### config.mk
export PLATFORM = sky130hd
export DESIGN_NAME = csr_trap_ctrl
export DESIGN_NICKNAME = d
export VERILOG_FILES = /design/src/rtl/csr_trap_ctrl.sv
export SDC_FILE = /design/constraint.sdc
export NUM_CORES = 1
export LEC_CHECK = 0
export ABC_AREA = 0
export BUFFER_PORTS_ARGS = -buffer_cell sky130_fd_sc_hd__buf_2
export CAP_MARGIN = 0
export CORE_MARGIN = 4
export CORE_UTILIZATION = 40
export DETAILED_ROUTE_END_ITERATION = 8
export PLACE_DENSITY = 0.67
export SLEW_MARGIN = 25
export SYNTH_ARGS = -nofsm -noshare
export SYNTH_HDL_FRONTEND = slang
export SYNTH_SLANG_ARGS = --single-unit
### constraint.sdc
create_clock -name clk -period 2.5 [get_ports clk]
set_clock_uncertainty 0.05 [all_clocks]
set_input_delay 0.375 -clock clk [delete_from_list [all_inputs] [get_ports clk]]
set_output_delay 0.375 -clock clk [all_outputs]
set_load 0.005 [all_outputs]
### src/rtl/csr_trap_ctrl.sv
// csr_trap_ctrl
//   Sequences machine-mode trap entry (exceptions and interrupts) and MRET
//   for the CSR file. Accepted traps write mepc, mcause, mtval and mstatus
//   one per cycle through the single CSR write port, then issue a one-cycle
//   PC redirect/flush. MRET writes mstatus, then redirects to mepc.
//
// Ports
//   clk, rst            clock, synchronous active-high reset
//   exc_valid/ready     commit-stage exception request / accepted (idle)
//   exc_cause/pc/tval   exception code, faulting PC, trap value
//   mret_valid          MRET committed
//   irq_ok, irq_pc      instruction boundary flag, resume PC for interrupts
//   mstatus_q..mepc_q   current CSR values
//   csr_we/waddr/wdata  CSR write port (full-word, CSR file masks)
//   csr_busy            stall pipeline CSR access while sequencing
//   redirect_valid/pc   one-cycle PC redirect + flush, target

module csr_trap_ctrl #(
    parameter int unsigned XLEN             = 32,
    parameter int unsigned TVEC_VECTORED_EN = 1
) (
    input  logic            clk,
    input  logic            rst,
    input  logic            exc_valid,
    output logic            exc_ready,
    input  logic [4:0]      exc_cause,
    input  logic [XLEN-1:0] exc_pc,
    input  logic [XLEN-1:0] exc_tval,
    input  logic            mret_valid,
    input  logic            irq_ok,
    input  logic [XLEN-1:0] irq_pc,
    input  logic [XLEN-1:0] mstatus_q,
    input  logic [XLEN-1:0] mie_q,
    input  logic [XLEN-1:0] mip_q,
    input  logic [XLEN-1:0] mtvec_q,
    input  logic [XLEN-1:0] mepc_q,
    output logic            csr_we,
    output logic [11:0]     csr_waddr,
    output logic [XLEN-1:0] csr_wdata,
    output logic            csr_busy,
    output logic            redirect_valid,
    output logic [XLEN-1:0] redirect_pc
);

    localparam logic [11:0] ADDR_MSTATUS = 12'h300;
    localparam logic [11:0] ADDR_MEPC    = 12'h341;
    localparam logic [11:0] ADDR_MCAUSE  = 12'h342;
    localparam logic [11:0] ADDR_MTVAL   = 12'h343;

    typedef enum logic [2:0] {
        StIdle,
        StWMepc,
        StWMcause,
        StWMtval,
        StWMstat,
        StMMstat,
        StRedir
    } state_t;

    state_t          r_state;
    state_t          w_state_d;

    // Values frozen at accept time
    logic [XLEN-1:0] r_epc;
    logic [XLEN-1:0] r_cause;
    logic [XLEN-1:0] r_tval;
    logic [XLEN-1:0] r_mstatus;
    logic [XLEN-1:0] r_mtvec;

    // Registered write port / redirect outputs
    logic            r_csr_we;
    logic [11:0]     r_csr_waddr;
    logic [XLEN-1:0] r_csr_wdata;
    logic            r_redir;
    logic [XLEN-1:0] r_redir_pc;

    logic            w_we_d;
    logic [11:0]     w_waddr_d;
    logic [XLEN-1:0] w_wdata_d;
    logic            w_redir_d;
    logic [XLEN-1:0] w_redir_pc_d;

    logic            w_idle;
    logic [XLEN-1:0] w_irq_pend;
    logic            w_irq_take;
    logic [4:0]      w_irq_code;
    logic            w_take_exc;
    logic            w_take_irq;
    logic            w_take_mret;
    logic            w_take_trap;
    logic [XLEN-1:0] w_trap_epc;
    logic [XLEN-1:0] w_trap_cause;
    logic [XLEN-1:0] w_trap_tval;
    logic [XLEN-1:0] w_trap_mstatus;
    logic [XLEN-1:0] w_mret_mstatus;
    logic [XLEN-1:0] w_tvec_base;
    logic            w_vectored;
    logic [XLEN-1:0] w_trap_target;
    logic            w_unused_irq;

    assign w_idle     = (r_state == StIdle);
    assign w_irq_pend = mie_q & mip_q;
    assign w_irq_take = irq_ok & mstatus_q[3] & (w_irq_pend[11] | w_irq_pend[3] | w_irq_pend[7]);

    // MEI > MSI > MTI
    assign w_irq_code = w_irq_pend[11] ? 5'd11 : (w_irq_pend[3] ? 5'd3 : 5'd7);

    assign w_unused_irq = ^{w_irq_pend[XLEN-1:12], w_irq_pend[10:8], w_irq_pend[6:4],
                            w_irq_pend[2:0]};

    // exc_valid > interrupt > mret_valid; losers are dropped this cycle
    assign w_take_exc  = w_idle & exc_valid;
    assign w_take_irq  = w_idle & ~exc_valid & w_irq_take;
    assign w_take_mret = w_idle & ~exc_valid & ~w_irq_take & mret_valid;
    assign w_take_trap = w_take_exc | w_take_irq;

    assign w_trap_epc   = exc_valid ? exc_pc : irq_pc;
    assign w_trap_cause = exc_valid ? {{(XLEN-5){1'b0}}, exc_cause}
                                    : {1'b1, {(XLEN-6){1'b0}}, w_irq_code};
    assign w_trap_tval  = exc_valid ? exc_tval : '0;

    always_comb begin
        w_trap_mstatus        = r_mstatus;
        w_trap_mstatus[7]     = r_mstatus[3];
        w_trap_mstatus[3]     = 1'b0;
        w_trap_mstatus[12:11] = 2'b11;
    end

    always_comb begin
        w_mret_mstatus        = mstatus_q;
        w_mret_mstatus[3]     = mstatus_q[7];
        w_mret_mstatus[7]     = 1'b1;
        w_mret_mstatus[12:11] = 2'b11;
    end

    assign w_tvec_base   = r_mtvec & ~XLEN'(3);
    assign w_vectored    = (TVEC_VECTORED_EN != 0) && (r_mtvec[1:0] == 2'b01) &&
                           r_cause[XLEN-1];
    assign w_trap_target = w_vectored
                         ? w_tvec_base + ({{(XLEN-5){1'b0}}, r_cause[4:0]} << 2)
                         : w_tvec_base;

    // Outputs are registered, so each state's write is prepared on the edge entering it
    always_comb begin
        w_state_d    = r_state;
        w_we_d       = 1'b0;
        w_waddr_d    = r_csr_waddr;
        w_wdata_d    = r_csr_wdata;
        w_redir_d    = 1'b0;
        w_redir_pc_d = r_redir_pc;
        unique case (r_state)
            StIdle: begin
                if (w_take_trap) begin
                    w_state_d = StWMepc;
                    w_we_d    = 1'b1;
                    w_waddr_d = ADDR_MEPC;
                    w_wdata_d = w_trap_epc;
                end else if (w_take_mret) begin
                    w_state_d = StMMstat;
                    w_we_d    = 1'b1;
                    w_waddr_d = ADDR_MSTATUS;
                    w_wdata_d = w_mret_mstatus;
                end
            end
            StWMepc: begin
                w_state_d = StWMcause;
                w_we_d    = 1'b1;
                w_waddr_d = ADDR_MCAUSE;
                w_wdata_d = r_cause;
            end
            StWMcause: begin
                w_state_d = StWMtval;
                w_we_d    = 1'b1;
                w_waddr_d = ADDR_MTVAL;
                w_wdata_d = r_tval;
            end
            StWMtval: begin
                w_state_d = StWMstat;
                w_we_d    = 1'b1;
                w_waddr_d = ADDR_MSTATUS;
                w_wdata_d = w_trap_mstatus;
            end
            StWMstat: begin
                w_state_d    = StRedir;
                w_redir_d    = 1'b1;
                w_redir_pc_d = w_trap_target;
            end
            StMMstat: begin
                w_state_d    = StRedir;
                w_redir_d    = 1'b1;
                w_redir_pc_d = r_epc & ~XLEN'(1);
            end
            StRedir: begin
                w_state_d = StIdle;
            end
            default: begin
                w_state_d = StIdle;
            end
        endcase
    end

    always_ff @(posedge clk) begin
        if (rst) begin
            r_state     <= StIdle;
            r_epc       <= '0;
            r_cause     <= '0;
            r_tval      <= '0;
            r_mstatus   <= '0;
            r_mtvec     <= '0;
            r_csr_we    <= 1'b0;
            r_csr_waddr <= '0;
            r_csr_wdata <= '0;
            r_redir     <= 1'b0;
            r_redir_pc  <= '0;
        end else begin
            r_state     <= w_state_d;
            r_csr_we    <= w_we_d;
            r_csr_waddr <= w_waddr_d;
            r_csr_wdata <= w_wdata_d;
            r_redir     <= w_redir_d;
            r_redir_pc  <= w_redir_pc_d;
            if (w_take_trap) begin
                r_epc     <= w_trap_epc;
                r_cause   <= w_trap_cause;
                r_tval    <= w_trap_tval;
                r_mstatus <= mstatus_q;
                r_mtvec   <= mtvec_q;
            end else if (w_take_mret) begin
                r_epc     <= mepc_q;
                r_mstatus <= mstatus_q;
            end
        end
    end

    assign exc_ready      = w_idle;
    assign csr_busy       = ~w_idle;
    assign csr_we         = r_csr_we;
    assign csr_waddr      = r_csr_waddr;
    assign csr_wdata      = r_csr_wdata;
    assign redirect_valid = r_redir;
    assign redirect_pc    = r_redir_pc;

endmodule

# Yosys cells after proc, flatten, opt, wreduce, memory -nomap -nowiden
# Cells that the tools add are included.
# Widths: inputs -> output; s select.
[op_classes]
addsub = 1
n_eq_ne = 7
n_mux = 24
n_bitwise = 14
reduce_logical = 8
[ops]
columns = ["op", "n"]
rows = [
  ["$mux 32", 10],
  ["$pmux 32 s4", 1],
  ["$pmux 32 s2", 1],
  ["$pmux 12 s4", 1],
  ["$add 32x7->32", 1],
  ["$mux 12", 2],
  ["$pmux 3 s5", 1],
  ["$and 12x12->12", 1],
  ["$mux 3", 3],
  ["$and 1x1->1", 7],
  ["$eq 3x2->1 const B", 2],
  ["$eq 3x3->1 const B", 2],
  ["$mux 4", 1],
  ["$reduce_bool 2->1", 2],
  ["$reduce_bool 4->1", 1],
  ["$eq 3x1->1 const B", 1],
  ["$logic_not 3->1", 1],
  ["$mux 1", 3],
  ["$ne 3x1->1 const B", 1],
  ["$not 1->1", 3],
  ["$or 1x1->1", 3],
  ["$reduce_or 3->1", 1],
  ["$eq 2x1->1 const B", 1],
  ["$pmux 1 s2", 1],
  ["other kinds (3)", 3],
]
[word_totals]
regBits = 241
input_bits = 266

# Logic depth before layout (Yosys ltp)
# Gate-level depths: netlist of run 1.
[logic_depth]
word_depth = 10
mapped_depth = 8
depth_no_buf = 7

# Worst setup path before layout of run 1
# No wires, ideal clock.
[synth_timing]
path_type = "reg-to-reg"
startpoint = "register r_cause[0]"
endpoint = "register r_redir_pc[22] (netlist: redirect_pc[22])"
t_arrival_ns = 1.978
required_time_ns = 2.317
setup_slack_ns = 0.339
path_stages_with_launch = 9
cell_sequence = "dfxtp_1 ha_1 fa_1 a211oi_1 o21bai_1 clkbuf_1 and4_1 o21ai_0 a31oi_1"
[synth_via]
elab_chain_cells = 3
[synth_lines]
columns = ["item", "line_no", "rtl"]
rows = [
  ["start: declaration", "65", "logic [XLEN-1:0] r_cause;"],
  ["start signal: assignment", "224", "r_cause <= w_trap_cause;"],
  ["$add 32x7->32", "140", "? w_tvec_base + ({{(XLEN-5){1'b0}}, r_cause[4:0]} << 2)"],
  ["$mux 32", "140", ""],
  ["$pmux 32 s2", "151", "unique case (r_state)"],
  ["end signal: assignment", "221", "r_redir_pc <= w_redir_pc_d;"],
  ["end: declaration", "75", "logic [XLEN-1:0] r_redir_pc;"],
]
# Every way passes these cells.
# A chain may end at the register's enable or synchronous reset.

# Worst setup path after layout of run 1
[layout_timing]
startpoint = "register r_cause[0]"
endpoint = "register r_redir_pc[26] (netlist: redirect_pc[26])"
# The elaborated chain is that of the path after synthesis.

==> flow_summary.yaml, run 1 <==
setup_path:
  critPathRequiredTime_ps: 2830
  worstSetupEndpointType: "flip-flop"
  critPathSlowestCell: "fa_1"
  r2r_cells: 8
  crit_arrival_ps: 2620
  r2r_start: "r_cause[0]"
  r2r_slack_ps: 210
  critPathBufInv: 1
  cpLargestDelayFamily: "adder cells"
  setup.worst_path.end: "redirect_pc[26]"
  critPathLaunchType: "flip-flop"
  path_class: "reg2reg"
  critical_path.startpoint: "r_cause[0]"
  cp_max_fo: 12
  critical-path-max-stage-delay_ps: 430
  path_depth: 8
  r2r_end: "redirect_pc[26]"
  crit_chain: "ha_1 -> fa_1 -> a211oi_2 -> o21bai_1 -> buf_4 -> nor4b_2 -> xnor2_1 -> o22ai_1"
sta:
  setup_tns_ps: 0
  timing.slew.headroom_pct: 62.9
  setup_viol: 0
  max_freq_mhz: 437
  rsz0062_at_grt: "false"
  finalCritPeriodShare_pct: 91.5
  period_minus_slack_ps: 2290
  hold_viol_final: 0
  tightest_slew_ps: 540
  slew_violations: 0
clock_network:
  cts_buffers: 23
  clockRootBuffer: "clkbuf_16"
  clock_latency_ps: 510
  clk_pin_slew_worst_paths_ps: 60
  cts_resized: 0
  cts_hold_buf: 0
  cts_tree: "yes"
  h-tree-depth: 1
  cts_buffer_depth: 3
  cts.sinks: 202
  postCtsSetupRepairBufs: 0
die:
  core-area_um2: 23500
  pin_count: 346
  die-height_um: 163
  rows: 56
  start_util_pct: 40.7
  die_w_um: 163
  dieArea_um2: 26500
route:
  first_iter_violations: 770
  num_vias: 9762
  avgRoutedWirePerCell_um: 19.3
  firstDrtPassIters: 5
  drt-vias-per-instance: 5.57
  final_antenna_net_count: 0
  drc: 0
  wirelength_mm: 33.8
logic_synthesis:
  syn-instance-count: 1172
  synth.distinct_cells: 63
  synth_area_leaders: "dfxtp_1 (42%), nand2_1 (8.5%), a21oi_1 (8.2%)"
  seq_area_frac_synth_pct: 42.2
  synth_area_um2: 9580
  synth_top_area_share_pct: 42.2
  synth_seq_cells: 202
  synth_ff_type: "dfxtp_1"
  yosys_warnings: 0
  synth_edf_count: 0
  async_flop_share_pct: 0
  syn_area_per_cell_um2: 8.17
  synth_top_cell_by_area: "dfxtp_1"
layout:
  postLayoutCellArea_um2: 12000
  diodes: 0
  fin_nets: 1692
  final_cell_mix: "buf_2 (275), nand2_1 (218), dfxtp_1 (200)"
  drive_gt1_share_pct: 26.4
  areaGrowthSynthToFinish_pct: 25.4
  mostFrequentLayoutCell: "buf_2"
global_routing:
  grt_usage_pct: 24.2
  grt_pass1_wl_mm: 51.4
  grt_pass1_vias: 9076
  antenna_found_initial: 2
  grt-ovfl-total: 0
  grt_max_degree: 67
flow_run:
  max_cap_violations: 0
placed_design:
  dp_hpwl_mm: 24.3
  placed_cell_area_um2: 11300
  io_buffer_count: 276
  place_congestion: 0.873
pwr:
  p_per_area_nw_per_um2: 861
  p_sw_mw: 3.52
  power.leakage_nw: 5.02
  p_int_mw: 6.81
  combPwrFrac_pct: 29.1
  clock_power_share_pct: 31.3
  p_seq_share_pct: 39.7
  ir_worst_vdd_v: 0.000478
  swShare_pct: 34.1
outcome:
  outcome: "completed"
hold_path:
  hold_class: "in2reg"
flip-flops by register name (all words and copies together), names as in the netlist:
register	cells
csr_we	1
r_cause	6
csr_wdata	32
csr_waddr	4
r_state	3
r_epc	31
r_mstatus	29
redirect_pc	31
r_tval	32
r_mtvec	32
redirect_valid	1
power by group through the flow:
stage	clock (mW)	sequential (mW)	combinational, mW
3_5_place_dp	0	4.15	3.00
2_1_floorplan	0	4.06	1.91
3_3_place_gp	0	4.14	2.95
5_1_grt	3.41	4.15	3.31
6_report	3.23	4.10	3.00
4_1_cts	3.28	4.09	3.01
cells by family after synthesis:
logic type | Yosys count | share of synthesized area [%]
AOI/OAI and AO/OA | 341 | 24.0
xor gates and xnor gates | 21 | 1.92
adders and majority gates | 6 | 0.862
buffers and inverters | 116 | 5.83
DFF | 202 | 42.2
muxes | 39 | 4.08
other | 1 | 0.0392
and+or+nand+nor | 446 | 21.1
layout make-up:
| type | instances | area [um2] |
|---|---|---|
| clock inverter | 2 | 10.0 |
| sequential | 202 | 4050 |
| multi-input combinational | 861 | 5030 |
| fill | 2279 | 11500 |
| timing repair buffer | 325 | 1790 |
| clock buffer | 37 | 699 |
| tap | 319 | 399 |
| inverter | 7 | 26.3 |
cell usage after synthesis (3+ instances only):
cell type,count
nand2_1,218
dfxtp_1,202
a21oi_1,156
nor2_1,102
clkbuf_1,66
mux2i_1,39
a22oi_1,37
a32o_1,26
nor3_1,25
and3_1,24
o211ai_1,21
nand3_1,20
o22ai_1,18
buf_2,17
o31a_1,17
a211oi_1,16
a221o_1,14
xnor2_1,14
buf_4,13
o21ai_0,9
nand4_1,8
buf_1,7
nor4_1,7
xor2_1,7
inv_1,6
nor2b_1,6
and4_1,5
ha_1,5
nand2b_1,5
buf_6,4
nand3b_1,4
nor4b_1,4
or3_1,4
a221oi_1,3
a311oi_1,3
a31oi_1,3
nor3b_1,3
metal layers:
| layer | global-route usage (%) | vias up | share of wire [%] |
|---|---|---|---|
| met4 | 6.02 | 4 | 2.2 |
| met1 | 34.0 | 4584 | 44 |
| li1 | - | 4695 | - |
| met5 | 0 | - | 0.071 |
| met2 | 39.0 | 421 | 47 |
| met3 | 3.87 | 58 | 7.5 |
metrics by stage:
step                setup WS (ps)  util [%]  hold slack [ps]  std cells  total power, mW
floorplan                     339         -              377       1179             5.98
global placement              177      48.0              387       1714             7.10
detailed placement            158      48.0              392       1714             7.15
CTS                           118      51.0             28.2       1753             10.4
global route                 99.3      51.0             41.8       1753             10.9
finish                        212      51.0             43.1       1753             10.3
how the worst min path moves through the flow:
| stage | start | endpoint | slack, ps | cells past startpoint |
|---|---|---|---|---|
| after floorplan | r_epc[5] | r_epc[5] | 380 | 2 |
| after global placement | r_epc[5] | r_epc[5] | 390 | 2 |
| after detailed placement | r_epc[24] | r_epc[24] | 390 | 2 |
| after CTS | mepc_q[17] | r_epc[17] | 30 | 2 |
| after global routing | mepc_q[17] | r_epc[17] | 40 | 2 |
| final | mepc_q[17] | r_epc[17] | 40 | 2 |
Note: power is estimated with default switching activity, not from simulation.
==> inputs of run 2 (changes only) <==
--- a/config.mk
+++ b/config.mk
@@ -8,11 +8,11 @@
 export ABC_AREA = 0
 export BUFFER_PORTS_ARGS = -buffer_cell sky130_fd_sc_hd__buf_2
 export CAP_MARGIN = 0
-export CORE_MARGIN = 4
+export CORE_MARGIN = 5
 export CORE_UTILIZATION = 40
 export DETAILED_ROUTE_END_ITERATION = 8
 export PLACE_DENSITY = 0.67
-export SLEW_MARGIN = 25
+export SLEW_MARGIN = 5
 export SYNTH_ARGS = -nofsm -noshare
 export SYNTH_HDL_FRONTEND = slang
 export SYNTH_SLANG_ARGS = --single-unit
==> constraint.sdc (replaced) <==
create_clock -name clk -period 2.5 [get_ports clk]
set_clock_uncertainty 0.05 [all_clocks]
set_input_delay 0.375 -clock clk [delete_from_list [all_inputs] [get_ports clk]]
set_output_delay 0.375 -clock clk [all_outputs]
set_load 0.01 [all_outputs]
==> run 2 against run 1 <==
Net effect:
- hold slack worse by 4.3 ps
- register-to-register slack worse by 20 ps
- count of clock-buffer cells in the layout down 1
- core utilization up 0.24 points
- highest routed layer unchanged
- combinational power up 3%
- clock power about the same
- cell count up 0.40%
- non-clock buffer count up 3
- final area up 0.48%
- fmax down 0.89%
==> flow_summary.yaml, run 2 (synthesis results as in run 1) <==
route:
  final_antenna_net_count: 0
  firstDrtPassIters: 5
  num_vias: 9777
  drc: 0
  wirelength_mm: 34.0
  first_iter_violations: 754
  avgRoutedWirePerCell_um: 19.3
  drt-vias-per-instance: 5.56
setup_path:
  crit_arrival_ps: 2650
  cp_max_fo: 12
  critPathLaunchType: "flip-flop"
  r2r_slack_ps: 190
  r2r_start: "r_cause[0]"
  critPathRequiredTime_ps: 2840
  r2r_end: "redirect_pc[22]"
  r2r_cells: 8
  worstSetupEndpointType: "flip-flop"
  path_class: "reg2reg"
global_routing:
  grt_pass1_wl_mm: 52.3
  antenna_found_initial: 2
  grt_usage_pct: 24.2
  grt_pass1_vias: 9406
  grt_max_degree: 67
  grt-ovfl-total: 0
placed_design:
  preCtsSetupSlack_ps: 145
  placed_cell_area_um2: 11300
  place_congestion: 0.890
  dp_hpwl_mm: 24.8
  io_buffer_count: 276
sta:
  slew_violations: 0
  max_freq_mhz: 433
  layout_setup_ws_ps: 191
  setup_tns_ps: 0
  timing.slew.headroom_pct: 64.5
  period_minus_slack_ps: 2310
  finalCritPeriodShare_pct: 92.3
  hold_viol_final: 0
  rsz0062_at_grt: "false"
  whs_ps: 38.8
  setup_viol: 0
  tightest_slew_ps: 533
outcome:
  outcome: "completed"
clock_network:
  cts_resized: 0
  cts.sinks: 202
  clk_pin_slew_worst_paths_ps: 60
  cts_buffer_depth: 3
  h-tree-depth: 1
  cts_buffers: 23
  clockRootBuffer: "clkbuf_16"
  cts_tree: "yes"
  cts_hold_buf: 0
  postCtsSetupRepairBufs: 0
  clock_latency_ps: 510
layout:
  areaGrowthSynthToFinish_pct: 26.0
  drive_gt1_share_pct: 26.7
  multi_input_area_um2: 5020
  fillers: 2347
  mostFrequentLayoutCell: "buf_2"
  postLayoutCellArea_um2: 12100
  final_cell_mix: "buf_2 (275), nand2_1 (218), dfxtp_1 (200)"
  seq_area_um2: 4050
  fin_nets: 1695
die:
  core-area_um2: 23500
  start_util_pct: 40.7
  rows: 56
  dieArea_um2: 27100
  pin_count: 346
  die_w_um: 165
  die-height_um: 165
hold_path:
  hp-start: "mepc_q[9]"
  hold_depth: 2
  hold_class: "in2reg"
  hold_end: "r_epc[9]"
flow_run:
  max_cap_violations: 0
pwr:
  p_sw_mw: 3.64
  finalPower_mw: 10.5
  ir_worst_vdd_v: 0.000455
  combPwrFrac_pct: 29.6
  swShare_pct: 34.8
  clock_power_share_pct: 31.0
  power.leakage_nw: 5.05
  p_seq_share_pct: 39.5
  p_int_mw: 6.82
  p_per_area_nw_per_um2: 867
==> run 2: cell types whose count changed in the layout (fill, tap and decap cells not counted) <==
| cell | before | now |
|---|---|---|
| inv_6 | 0 | 2 |
| a211oi_1 | 15 | 16 |
| buf_4 | 46 | 47 |
| diode_2 | 0 | 1 |
| clkbuf_8 | 5 | 6 |
| clkinv_2 | 2 | 4 |
| clkbuf_1 | 8 | 7 |
| clkbuf_16 | 24 | 23 |
| a211oi_2 | 1 | 0 |
| buf_12 | 3 | 5 |
==> run 2: how the worst max path moves through the flow <==
stage | cells past startpoint | from | end
final | 8 | r_cause[0] | redirect_pc[22]
after global routing | 8 | r_cause[0] | redirect_pc[22]
after CTS | 8 | r_cause[0] | redirect_pc[26]
after floorplan | 8 | r_cause[0] | redirect_pc[22]
after global placement | 6 | mie_q[11] | csr_wdata[14]
after detailed placement | 6 | mie_q[11] | csr_wdata[15]
==> run 2: area by class of cell <==
cell class                      instances  area share, %
Multi-Input combinational cell        861           41.6
Sequential cell                       202           33.6
Timing Repair Buffer                  328           15.3
Clock buffer                           36           5.67
Tap cell                              319           3.31
Clock inverter                          6          0.311
Inverter                                7          0.218
Antenna cell                            1         0.0207
==> run 2: per-stage QoR <==
stage / utilization (%) / cells
global placement: 48.2 / 1717
global route: 51.2 / 1760
CTS: 51.2 / 1759
finish: 51.2 / 1760
detailed placement: 48.2 / 1717
floorplan: - / 1179
==> run 2: worst max-delay path: stages (launching register included) <==
cell and delay [ps]:
dfxtp_1 340, ha_1 240, fa_1 420, a211oi_1 320, o21bai_1 130, buf_4 190, and4_1 180, o21ai_0 210
a31oi_1 110
==> run 2: routing by layer <==
layer,vias to the layer above,track usage [%],share of wire [%]
met5,-,0,0.021
met4,2,5.78,2.2
met3,49,3.84,7.3
met2,404,39.7,47
met1,4623,33.5,44
li1,4699,-,-
==> run 2: power groups by stage <==
stage	Combinational (mW)	Sequential, mW	Clock, mW
detailed placement	3.09	4.18	0
global placement	3.04	4.17	0
finish	3.10	4.13	3.24
CTS	3.10	4.12	3.29
global route	3.41	4.18	3.42
floorplan	1.92	4.14	0
==> inputs of run 3 (changes only) <==
--- a/config.mk
+++ b/config.mk
@@ -6,7 +6,7 @@
 export NUM_CORES = 1
 export LEC_CHECK = 0
 export ABC_AREA = 0
-export BUFFER_PORTS_ARGS = -buffer_cell sky130_fd_sc_hd__buf_2
+export BUFFER_PORTS_ARGS = -buffer_cell sky130_fd_sc_hd__clkbuf_2
 export CAP_MARGIN = 0
 export CORE_MARGIN = 5
 export CORE_UTILIZATION = 40
==> run 3 against run 2 <==
Net effect:
- wire length fell by 0.30%
- sequential share of layout area hardly changed
- global-route usage about the same
- final area hardly changed
- hold slack better by 5.6 ps
- critical path depth stayed put
- critical endpoint is now redirect_pc[28]
==> flow_summary.yaml, run 3 (synthesis results as in run 1) <==
route:
  first_iter_violations: 973
  avgRoutedWirePerCell_um: 19.3
  drc: 0
  firstDrtPassIters: 5
  drt-vias-per-instance: 5.55
  final_antenna_net_count: 0
  wirelength_mm: 33.9
  num_vias: 9721
placed_design:
  dp_hpwl_mm: 24.2
  dpl.cell_count: 1712
  io_buffer_count: 276
  place_congestion: 0.884
  preCtsSetupSlack_ps: 109
  placed_cell_area_um2: 11300
layout:
  diodes: 0
  postLayoutCellArea_um2: 12100
  drive_gt1_share_pct: 26.3
  seq_area_um2: 4050
  multi_input_area_um2: 5030
  mostFrequentLayoutCell: "clkbuf_2"
  fillers: 2288
  final_cell_mix: "clkbuf_2 (275), nand2_1 (218), dfxtp_1 (200)"
  fin_nets: 1690
  instances_no_fill: 1752
  areaGrowthSynthToFinish_pct: 26.0
die:
  start_util_pct: 40.7
  die-height_um: 165
  die_w_um: 165
  rows: 56
  pin_count: 346
  core-area_um2: 23500
  dieArea_um2: 27100
setup_path:
  crit_chain: "ha_1 -> fa_1 -> a211oi_2 -> o21bai_1 -> buf_4 -> nand2_1 -> nor4_1 -> a311o_1"
  r2r_slack_ps: 160
  critPathLaunchType: "flip-flop"
  critPathBufInv: 1
  cpLargestDelayFamily: "compound AO/OA/AOI/OAI gates"
  cp_max_fo: 12
  critical-path-max-stage-delay_ps: 430
  worstSetupEndpointType: "flip-flop"
  crit_arrival_ps: 2680
  critPathRequiredTime_ps: 2840
  path_class: "reg2reg"
  critPathSlowestCell: "fa_1"
pwr:
  power.leakage_nw: 5.04
  ir_worst_vdd_v: 0.000514
  p_per_area_nw_per_um2: 875
sta:
  max_freq_mhz: 428
  timing.slew.headroom_pct: 61.4
  slew_violations: 0
  period_minus_slack_ps: 2340
  setup_tns_ps: 0
  setup_viol: 0
  whs_ps: 44.4
  layout_setup_ws_ps: 163
  hold_viol_final: 0
  tightest_slew_ps: 576
  finalCritPeriodShare_pct: 93.5
  rsz0062_at_grt: "false"
clock_network:
  h-tree-depth: 1
  cts_buffer_depth: 3
  clock_latency_ps: 500
  cts.sinks: 202
  clk_pin_slew_worst_paths_ps: 60
  cts_buffers: 23
  cts_tree: "yes"
  clockRootBuffer: "clkbuf_16"
outcome:
  outcome: "completed"
global_routing:
  antenna_found_initial: 1
  grt_pass1_wl_mm: 52.2
  grt_max_degree: 87
  grt_usage_pct: 24.2
  grt-ovfl-total: 0
  grt_pass1_vias: 9381
flow_run:
  max_cap_violations: 0
hold_path:
  hold_class: "in2reg"
-- run 3: report_power, final --
part | internal, mW | switching (mW)
clock network | 2.00 | 1.32
logic | 1.21 | 1.93
registers | 3.74 | 0.367
-- run 3: area by class of cell --
class | instances | share of cell area [%]
Clock buffer | 38 | 5.82
Clock inverter | 2 | 0.290
Inverter | 7 | 0.218
Multi-Input combinational cell | 861 | 41.7
Sequential cell | 202 | 33.6
Tap cell | 319 | 3.31
Timing Repair Buffer | 323 | 15.1
-- run 3: worst paths after layout --
path	from	end	cells after the start
max	r_cause[0]	redirect_pc[28]	8
min	mtvec_q[29]	r_mtvec[29]	3
max reg2reg	r_cause[0]	redirect_pc[28]	8
min reg2reg	r_epc[5]	r_epc[5]	2
-- run 3: worst reg2reg max path: cells and delay by family (launching register included) --
kind | cells | cell delay (ps)
buffers and inverters | 1 | 190
AO/OA/AOI/OAI | 3 | 750
AND/OR/NAND/NOR | 2 | 230
adder cells (fa/ha/maj) | 2 | 660
flip-flops | 1 | 330
-- run 3: per-stage QoR --
step | utilization, % | total power, mW
after global routing | 51.3 | 11.1
final | 51.3 | 10.6
after detailed placement | 48.1 | 7.29
after CTS | 51.2 | 10.6
after global placement | 48.1 | 7.22
after floorplan | - | 6.06
-- run 3: repair_timing --
item / 4_1_cts / 5_1_grt
setup buffers: 0 / 0
gates resized for setup: 0 / 1
hold buffers: 0 / 0
endpoints found under the hold margin: 0 / 0
setup endpoints to repair: 0 / 3
-- run 3: routing by layer --
metal  part of all wire [%]  vias to the layer above  global-route usage [%]
li1                       -                     4698                       -
met1                     44                     4543                    33.9
met2                     46                      422                    38.9
met3                    7.5                       56                    4.17
met4                    2.3                        2                    6.09
met5                  0.038                        -                       0
